==> config.mk <==
export PLATFORM = sky130hd
export DESIGN_NAME = mod_counter_flat
export DESIGN_NICKNAME = d
export VERILOG_FILES = /design/src/rtl/mod_counter_if.sv /design/src/rtl/mod_counter.sv /design/src/flat_wrapper.sv
export SDC_FILE = /design/constraint.sdc
export NUM_CORES = 1
export LEC_CHECK = 0
export ABC_AREA = 1
export BUFFER_PORTS_ARGS = -buffer_cell sky130_fd_sc_hd__buf_2
export CORE_MARGIN = 3
export CORE_UTILIZATION = 49
export DETAILED_ROUTE_END_ITERATION = 8
export PLACE_DENSITY = 0.82
export SLEW_MARGIN = 20
export SYNTH_ARGS = -nofsm -noshare
export SYNTH_HDL_FRONTEND = slang
export SYNTH_SLANG_ARGS = --single-unit
==> constraint.sdc <==
create_clock -name clk -period 1.61 [get_ports clk]
set_clock_uncertainty 0.15 [all_clocks]
set_input_delay 0 -clock clk [delete_from_list [all_inputs] [get_ports clk]]
set_output_delay 0 -clock clk [all_outputs]
set_load 0.01 [all_outputs]
==> src/rtl/mod_counter_if.sv <==
// mod_counter_if: control and status bundle for mod_counter.
interface mod_counter_if #(
   parameter int WIDTH = 6
);
   logic             en;
   logic             up;
   logic             ld;
   logic [WIDTH-1:0] ld_val;
   logic [WIDTH-1:0] out;
   logic             tc;
   logic             wrap;
   modport master (output en, up, ld, ld_val, input out, tc, wrap);
   modport slave  (input en, up, ld, ld_val, output out, tc, wrap);
endinterface

==> src/rtl/mod_counter.sv <==
// mod_counter: modulo-N up/down counter with parallel load, terminal-count and wrap flags.
// Defining CNT_PRESCALE_EN adds a prescaler so a step occurs every PRESCALE enabled cycles.
module mod_counter #(
   parameter int     WIDTH    = 6,
   parameter longint MODULUS  = 64,
   parameter int     PRESCALE = 1
) (
   input logic          clk,
   input logic          clr,
   mod_counter_if.slave bus
);
   localparam logic [WIDTH-1:0] MAX = WIDTH'(MODULUS - 1);
   logic [WIDTH-1:0] out_q, out_d;
   logic             wrap_q, wrap_d;
   logic             step, term;
   if (WIDTH < 1 || WIDTH > 32) begin : g_bad_width
      $error("mod_counter: WIDTH out of range");
   end
   if (MODULUS < 2 || MODULUS > (longint'(1) << WIDTH)) begin : g_bad_mod
      $error("mod_counter: MODULUS out of range");
   end
   if (PRESCALE < 1) begin : g_bad_pre
      $error("mod_counter: PRESCALE must be at least 1");
   end
`ifdef CNT_PRESCALE_EN
   localparam int PW = PRESCALE > 1 ? $clog2(PRESCALE) : 1;
   logic [PW-1:0] pre_q, pre_d;
   assign step = bus.en & (pre_q == PW'(PRESCALE - 1));
   always_comb pre_d = (bus.ld | step) ? '0 : bus.en ? pre_q + PW'(1) : pre_q;
   always_ff @(posedge clk) pre_q <= clr ? '0 : pre_d;
`else
   assign step = bus.en;
`endif
   // terminal condition depends on the direction presented this cycle
   assign term = bus.up ? (out_q == MAX) : (out_q == '0);
   always_comb begin
      out_d  = bus.ld  ? ((bus.ld_val > MAX) ? MAX : bus.ld_val)
             : !step   ? out_q
             : bus.up  ? (term ? '0 : out_q + WIDTH'(1))
             :           (term ? MAX : out_q - WIDTH'(1));
      wrap_d = step & term & ~bus.ld;
   end
   always_ff @(posedge clk) begin
      if (clr) begin
         out_q  <= '0;
         wrap_q <= 1'b0;
      end else begin
         out_q  <= out_d;
         wrap_q <= wrap_d;
      end
   end
   assign bus.out  = out_q;
   assign bus.wrap = wrap_q;
   assign bus.tc   = step & term & ~clr & ~bus.ld;
endmodule

==> src/flat_wrapper.sv <==
// flat-port wrapper written by rule: the top's interface ports become plain ports
module mod_counter_flat 
#(
   parameter int     WIDTH    = 6,
   parameter longint MODULUS  = 64,
   parameter int     PRESCALE = 1
)
  (clk, clr, bus_en, bus_up, bus_ld, bus_ld_val, bus_out, bus_tc, bus_wrap);
  mod_counter_if #(.WIDTH(WIDTH)) bus_i ();
  input logic clk;
  input logic clr;
  input wire logic [$bits(bus_i.en)-1:0] bus_en;
  input wire logic [$bits(bus_i.up)-1:0] bus_up;
  input wire logic [$bits(bus_i.ld)-1:0] bus_ld;
  input wire logic [$bits(bus_i.ld_val)-1:0] bus_ld_val;
  output wire logic [$bits(bus_i.out)-1:0] bus_out;
  output wire logic [$bits(bus_i.tc)-1:0] bus_tc;
  output wire logic [$bits(bus_i.wrap)-1:0] bus_wrap;
  assign bus_i.en = bus_en;
  assign bus_i.up = bus_up;
  assign bus_i.ld = bus_ld;
  assign bus_i.ld_val = bus_ld_val;
  assign bus_out = bus_i.out;
  assign bus_tc = bus_i.tc;
  assign bus_wrap = bus_i.wrap;
  mod_counter #(.WIDTH(WIDTH), .MODULUS(MODULUS), .PRESCALE(PRESCALE)) u_core (.clk(clk), .clr(clr), .bus(bus_i));
endmodule
==> summary.md, run 1 <==
| Metric | Value |
|---|---|
| Clk slew on worst S/H paths | `0.06 ns` |
| Worst hold path type | `in2reg` |
| Required @ worst endpoint | `1.46 ns` |
| Worst Setup EP | `bus_tc` |
| Vias in the first global route | `730` |
| Critical path arrival | `1.49 ns` |
| Fin util | `83.9%` |
| Post-route setup TNS | `-0.0257 ns` |
| Worst hold slack | `0.0552 ns` |
| Sw power | `0.000241 W` |
| Share of power burned in registers | `33.4%` |
| Pint | `0.000411 W` |
| Commonest non-fill, non-tap cell in the layout | `nand2_1` |
| Final worst path period share | `102%` |
| WL final | `2.27 mm` |
| Final setup viols | `1` |
| Die W | `42.3 um` |
| LEAKAGE | `0.459 nW` |
| RSZ-0062 raised after global routing | `yes` |
| Number of nets with antenna violations after routing | `0` |
| Worst-path maximum fanout | `5` |
| Worst R2R Setup Slack | `0.03 ns` |
| DRC viols | `0` |
| Initial antenna violation count | `1` |
| Critical R2R Launch | `u_core.bus.out[0]$_SDFFE_PP0P_` |
| Die Area | `1790 um2` |
| Final hold viol count | `0` |
| Filler instances | `71` |
| Mux contribution to synthesized area | `0%` |
| Reg area | `150 um2` |
| Kind of end point of the critical path | `output pin` |
| Share of layout cells above drive strength 1 | `37.9%` |
| TritonCTS buffer count | `3` |
| Wire per inst | `14.6 um` |
| Clk root buf | `clkbuf_4` |
| VDD IR max | `541 uV` |
| Synth Area in Simple Gates | `42.9%` |
| DRT iter0 DRCs | `39` |
| Tmin final | `1.64 ns` |
| Synth Area in Compound Gates | `13.6%` |
| Crit path launch type | `flop` |
| Yosys warnings | `0` |
| Core area | `1170 um2` |
| Worst Setup Path Type | `reg2out` |
| Die height | `42.3 um` |
| Largest net degree at the start of global routing | `10` |
| Failing checks | `setup timing` |
| Hold path depth | `4` |
| Total power | `0.000653 W` |
| Final Slew Violations | `0` |
| Via Count | `865` |
| TritonRoute pass-1 iters | `4` |
| Routability-driven placement congestion ratio | `0.913` |
| Clock group share of total power | `25.6%` |
| Synth Instances | `100` |
| Remaining Overflow, GRT | `0` |
| Pwr Density | `665 nW/um2` |
| Dpl hpwl | `1.30 mm` |
| Reg-to-Reg End | `u_core.bus.out[2]$_SDFFE_PP0P_` |
| Status | `finished, violations left` |
| TritonCTS clock tree | `built` |
| Post-synthesis adder-cell area fraction | `5.83%` |
| Ports | `19` |
| Largest family of logic cells by synthesized area | `simple AND/OR/NAND/NOR gates` |
| Unique cell type count in the Yosys netlist | `27` |
| Most frequent cells in the layout | `nand2_1, nor2_1, buf_2, buf_4` |
| Register bit total from synthesis | `7` |
| Xor/xnor share of the synthesized area | `6.80%` |
| # port buffers | `18` |
| Clock Latency Late Sink | `0.26 ns` |
| GRT Util Overall | `23.1%` |
| Post-synthesis area per instance | `6.44 um2` |
| Clock Tree Buf Depth | `2` |
| R2R depth | `7` |
| Max-slew headroom | `83.3%` |
| Net Sw Frac | `37.0%` |
| Synthesized area | `644 um2` |
| Row count | `12` |
| Max_cap viols | `0` |
| Initial core utilization | `55.0%` |
| First-pass GRT wire length | `3.24 mm` |
| Slack of the critical path | `-0.0257 ns` |
| Fmax | `611 MHz` |
| Worst setup path startpoint | `u_core.bus.out[0]$_SDFFE_PP0P_` |
| CTS H-tree lvls | `1` |
| Total Nets Final | `155` |
| Register area share after synthesis | `21.7%` |
| Syn_nets | `114` |
| Layout area overhead | `52.4%` |
| Area of the multi-input gates | `472 um2` |
| Gate power share | `41.0%` |
| Vias/cell | `5.58` |
| Actual slew at the worst max-slew pin | `0.249 ns` |
| Clock sink count | `7` |
[worst max-delay path, cell delays in order (launching register included)]
cell and delay [ns]:
dfxtp_4 0.39, ha_4 0.16, nand3_4 0.10, o21ai_4 0.19
nand2_2 0.09, nor4_2 0.13, buf_2 0.17
[cells in the mapped netlist, drive strengths merged]
library cell	count	area share, %
xnor2	3	4.1
o31ai	1	1.2
a211oi	1	1.2
xor2	2	2.7
nor2	21	13
nand3	11	11
a22oi	2	2.3
buf	4	3.9
nand4	1	0.97
ha	3	5.8
dfxtp	7	22
a21oi	4	4.9
inv	9	5.2
o21a	1	1.2
nor4	2	1.9
o21ai	3	2.9
nand2	25	15
[repair_timing]
action / in CTS / in global routing
endpoints found under the hold margin: 7 / 0
pin swaps: 0 / 5
setup endpoints to repair: 2 / 1
hold buffers: 9 / 0
buffers inserted: 0 / 8
gates resized for setup: 10 / 2
[power by group through the flow]
| stage | Clock, W | Sequential [W] | Combinational, W |
|---|---|---|---|
| detailed placement | 0 | 0.000216 | 0.000210 |
| global route | 0.000176 | 0.000220 | 0.000296 |
| finish | 0.000167 | 0.000218 | 0.000268 |
| floorplan | 0 | 0.000213 | 0.000147 |
| CTS | 0.000172 | 0.000217 | 0.000231 |
| global placement | 0 | 0.000215 | 0.000206 |
[registers in the layout (all words and copies together) (netlist names)]
| register | cells |
|---|---|
| u_core.bus.out | 6 |
| u_core.bus.wrap | 1 |
[per-stage QoR]
stage | cells | setup WS, ns | instance area [um2]
3_5_place_dp | 133 | -0.0288 | 764
6_report | 155 | -0.0257 | 982
2_1_floorplan | 100 | 0.0591 | 644
3_3_place_gp | 133 | 0.00822 | 764
4_1_cts | 146 | -0.0730 | 911
5_1_grt | 155 | -0.130 | 982
[logic make-up (layout without fill, tap and decap cells)]
kind of cell / Yosys count / count (layout)
AO/OA/AOI/OAI: 12 / 12
XOR/XNOR: 5 / 5
adder cells (fa/ha/maj): 3 / 3
buffers and inverters: 13 / 53
flip-flops: 7 / 7
other: 0 / 1
AND/OR/NAND/NOR: 60 / 60
[layer usage]
layer | global-route usage, % | share of wire, % | wire length, um
met1 | 26.2 | 37 | 829
met4 | 6.21 | 4.2 | 96
met2 | 41.0 | 51 | 1150
met3 | 7.30 | 8.3 | 188
met5 | 0 | 0 | 0
[worst min-delay path by stage]
stage                                     end    from  slack [ns]
2_1_floorplan                          bus_tc  bus_en       -0.01
4_1_cts            u_core.bus.wrap$_SDFF_PP0_  bus_up        0.01
3_3_place_gp   u_core.bus.out[5]$_SDFFE_PP0P_     clr        0.13
5_1_grt        u_core.bus.out[2]$_SDFFE_PP0P_  bus_up        0.08
6_report       u_core.bus.out[2]$_SDFFE_PP0P_  bus_up        0.06
3_5_place_dp       u_core.bus.wrap$_SDFF_PP0_  bus_ld        0.13
[area by class of cell]
| type | count | share of cell area, % |
|---|---|---|
| multi-input cells | 80 | 48.0 |
| repair buffers | 40 | 28.3 |
| flip-flops and latches | 7 | 15.3 |
| inverters | 9 | 3.69 |
| clock buffers | 4 | 2.68 |
| well taps | 14 | 1.78 |
| diodes | 1 | 0.255 |
Note: power is estimated with default switching activity, not from simulation.
==> run 2, diff against run 1 <==
Settings changed: MAX_ROUTING_LAYER set to met4.
Clock period 1.61 ns to 1.81 ns, I/O delays scaled along.
==> summary.md, run 2 (synthesized netlist as in run 1, its figures left out) <==
| Metric | Value |
|---|---|
| Row count | `12 (unchanged)` |
| Max reg flops | `6 (unchanged)` |
| Clock Tree Buf Depth | `2 (unchanged)` |
| Commonest non-fill, non-tap cell in the layout | `nand2_1 (unchanged)` |
| Via Count | `766 (was 865)` |
| Vias/cell | `5.47 (was 5.58)` |
| Filler instances | `89 (was 71)` |
| Final worst path period share | `94.2%` |
| # port buffers | `18 (unchanged)` |
| Dpl hpwl | `1.21 mm (was 1.30 mm)` |
| Wire per inst | `13.1 um (was 14.6 um)` |
| Remaining Overflow, GRT | `0 (unchanged)` |
| VDD IR max | `502 uV (was 541 uV)` |
| Clock Latency Late Sink | `0.26 ns (about the same)` |
| Met3 WL | `153 um (was 188 um)` |
| Max_cap viols | `0 (unchanged)` |
| Diodes inserted | `0 (was 1)` |
| Met1 Wirelength | `724 um (was 829 um)` |
| First-pass GRT wire length | `2.96 mm (was 3.24 mm)` |
| Final setup viols | `0 (was 1)` |
| Die height | `42.3 um (unchanged)` |
| Core area | `1170 um2 (unchanged)` |
| Area of the multi-input gates | `470 um2 (was 472 um2)` |
| Pwr Density | `622 nW/um2 (was 665 nW/um2)` |
| Clk root buf | `clkbuf_4 (unchanged)` |
| Routability-driven placement congestion ratio | `0.966 (was 0.913)` |
| Kind of end point of the critical path | `output pin (unchanged)` |
| TritonCTS clock tree | `built (unchanged)` |
| TritonRoute pass-1 iters | `4 (unchanged)` |
| Slack of the critical path | `0.105 ns (was -0.0257 ns)` |
| Max-slew headroom | `63.5% (was 83.3%)` |
| Number of nets with antenna violations after routing | `0 (unchanged)` |
| Largest net degree at the start of global routing | `10 (unchanged)` |
| Status | `complete, no violations (was finished, violations left)` |
| LEAKAGE | `0.393 nW (was 0.459 nW)` |
| Actual slew at the worst max-slew pin | `0.545 ns (was 0.249 ns)` |
| Number of setup buffers added after CTS | `0 (unchanged)` |
| Uppermost layer routed | `met4 (unchanged)` |
| Required @ worst endpoint | `1.66 ns (was 1.46 ns)` |
| TritonCTS buffer count | `3 (unchanged)` |
| Worst Setup Path Type | `reg2out (unchanged)` |
| Most frequent cells in the layout | `nand2_1, nor2_1, buf_2, nand3_1, dlygate4sd3_1 (was nand2_1, nor2_1, buf_2, buf_4)` |
| Worst hold path type | `in2reg (unchanged)` |
| Met2 routed wirelength | `879 um (was 1.15 mm)` |
| Post-route setup TNS | `0 ns (was -0.0257 ns)` |
| Layout area overhead | `35.0% (was 52.4%)` |
| RSZ-0062 raised after global routing | `no (was yes)` |
| DRT iter0 DRCs | `32 (was 39)` |
| Initial core utilization | `55.0% (unchanged)` |
| Worst-path maximum fanout | `7 (was 5)` |
| Die W | `42.3 um (unchanged)` |
| Clock sink count | `7 (unchanged)` |
| Final hold viol count | `0 (unchanged)` |
| Fmax | `586 MHz` |
| Tmin final | `1.71 ns` |
| Vias in the first global route | `687 (was 730)` |
| Initial antenna violation count | `0 (was 1)` |
| Pre-CTS WS | `0.137 ns (was -0.0288 ns)` |
| CTS H-tree lvls | `1 (unchanged)` |
| Critical path arrival | `1.56 ns (was 1.49 ns)` |
| Reg area | `149 um2 (was 150 um2)` |
| GRT Util Overall | `22.6% (was 23.1%)` |
| DRC viols | `0 (unchanged)` |
| Total Nets Final | `141 (was 155)` |
| WL final | `1.83 mm (was 2.27 mm)` |
| Ports | `19 (unchanged)` |
| Worst hold slack | `0.00625 ns (was 0.0552 ns)` |
| Crit path launch type | `flop (unchanged)` |
| Die Area | `1790 um2 (unchanged)` |
| Final Slew Violations | `0 (unchanged)` |
| Share of layout cells above drive strength 1 | `31.7% (was 37.9%)` |
| Clk slew on worst S/H paths | `0.05 ns (was 0.06 ns)` |
[run 2: timing repair]
item,4_1_cts,5_1_grt
endpoints found under the hold margin,7,0
gates resized for setup,3,9
cloned,0,0
endpoints found under the setup margin,1,1
hold buffers,8,0
pin swaps,0,0
[run 2: path summary, 6_finish.rpt]
kind                             startpoint                        endpoint  slack [ns]  cells after the start
max          u_core.bus.out[5]$_SDFFE_PP0P_                          bus_tc        0.10                      5
min                           bus_ld_val[1]  u_core.bus.out[1]$_SDFFE_PP0P_       0.006                      5
max reg2reg  u_core.bus.out[5]$_SDFFE_PP0P_  u_core.bus.out[2]$_SDFFE_PP0P_        0.29                      5
min reg2reg  u_core.bus.out[0]$_SDFFE_PP0P_  u_core.bus.out[0]$_SDFFE_PP0P_        0.40                      2
[run 2: stage by stage]
stage / area, um2 / std cells / utilization, % / total power, W
after floorplan: 644 / 100 / - / 0.000320
after global placement: 727 / 128 / 62.1 / 0.000363
after detailed placement: 727 / 128 / 62.1 / 0.000364
after CTS: 845 / 140 / 72.1 / 0.000526
after global routing: 870 / 140 / 74.3 / 0.000580
final: 870 / 140 / 74.3 / 0.000541
[run 2: area by class of cell]
class                      instances  share of cell area (%)
sequential                         7                    17.1
timing repair buffer              26                    19.6
clock buffer                       4                    3.02
tap                               14                    2.01
inverter                           9                    4.17
multi-input combinational         80                    54.1
[run 2: layer usage]
layer	GRT usage, %	vias up
met1	25.4	342
met4	12.4	0
met5	-	-
li1	-	376
met3	9.44	8
met2	33.4	40
[run 2: power by group]
part           switching (W)  internal (W)
combinational       0.000105     0.0000857
sequential         0.0000307      0.000168
clock              0.0000664     0.0000847
[run 2: critical path, stage by stage, from the launching register on]
cell and delay [ns]:
dfxtp_1 0.48, nand2_1 0.17, o21ai_4 0.22, nand2_2 0.09, nor4_1 0.16, buf_2 0.17
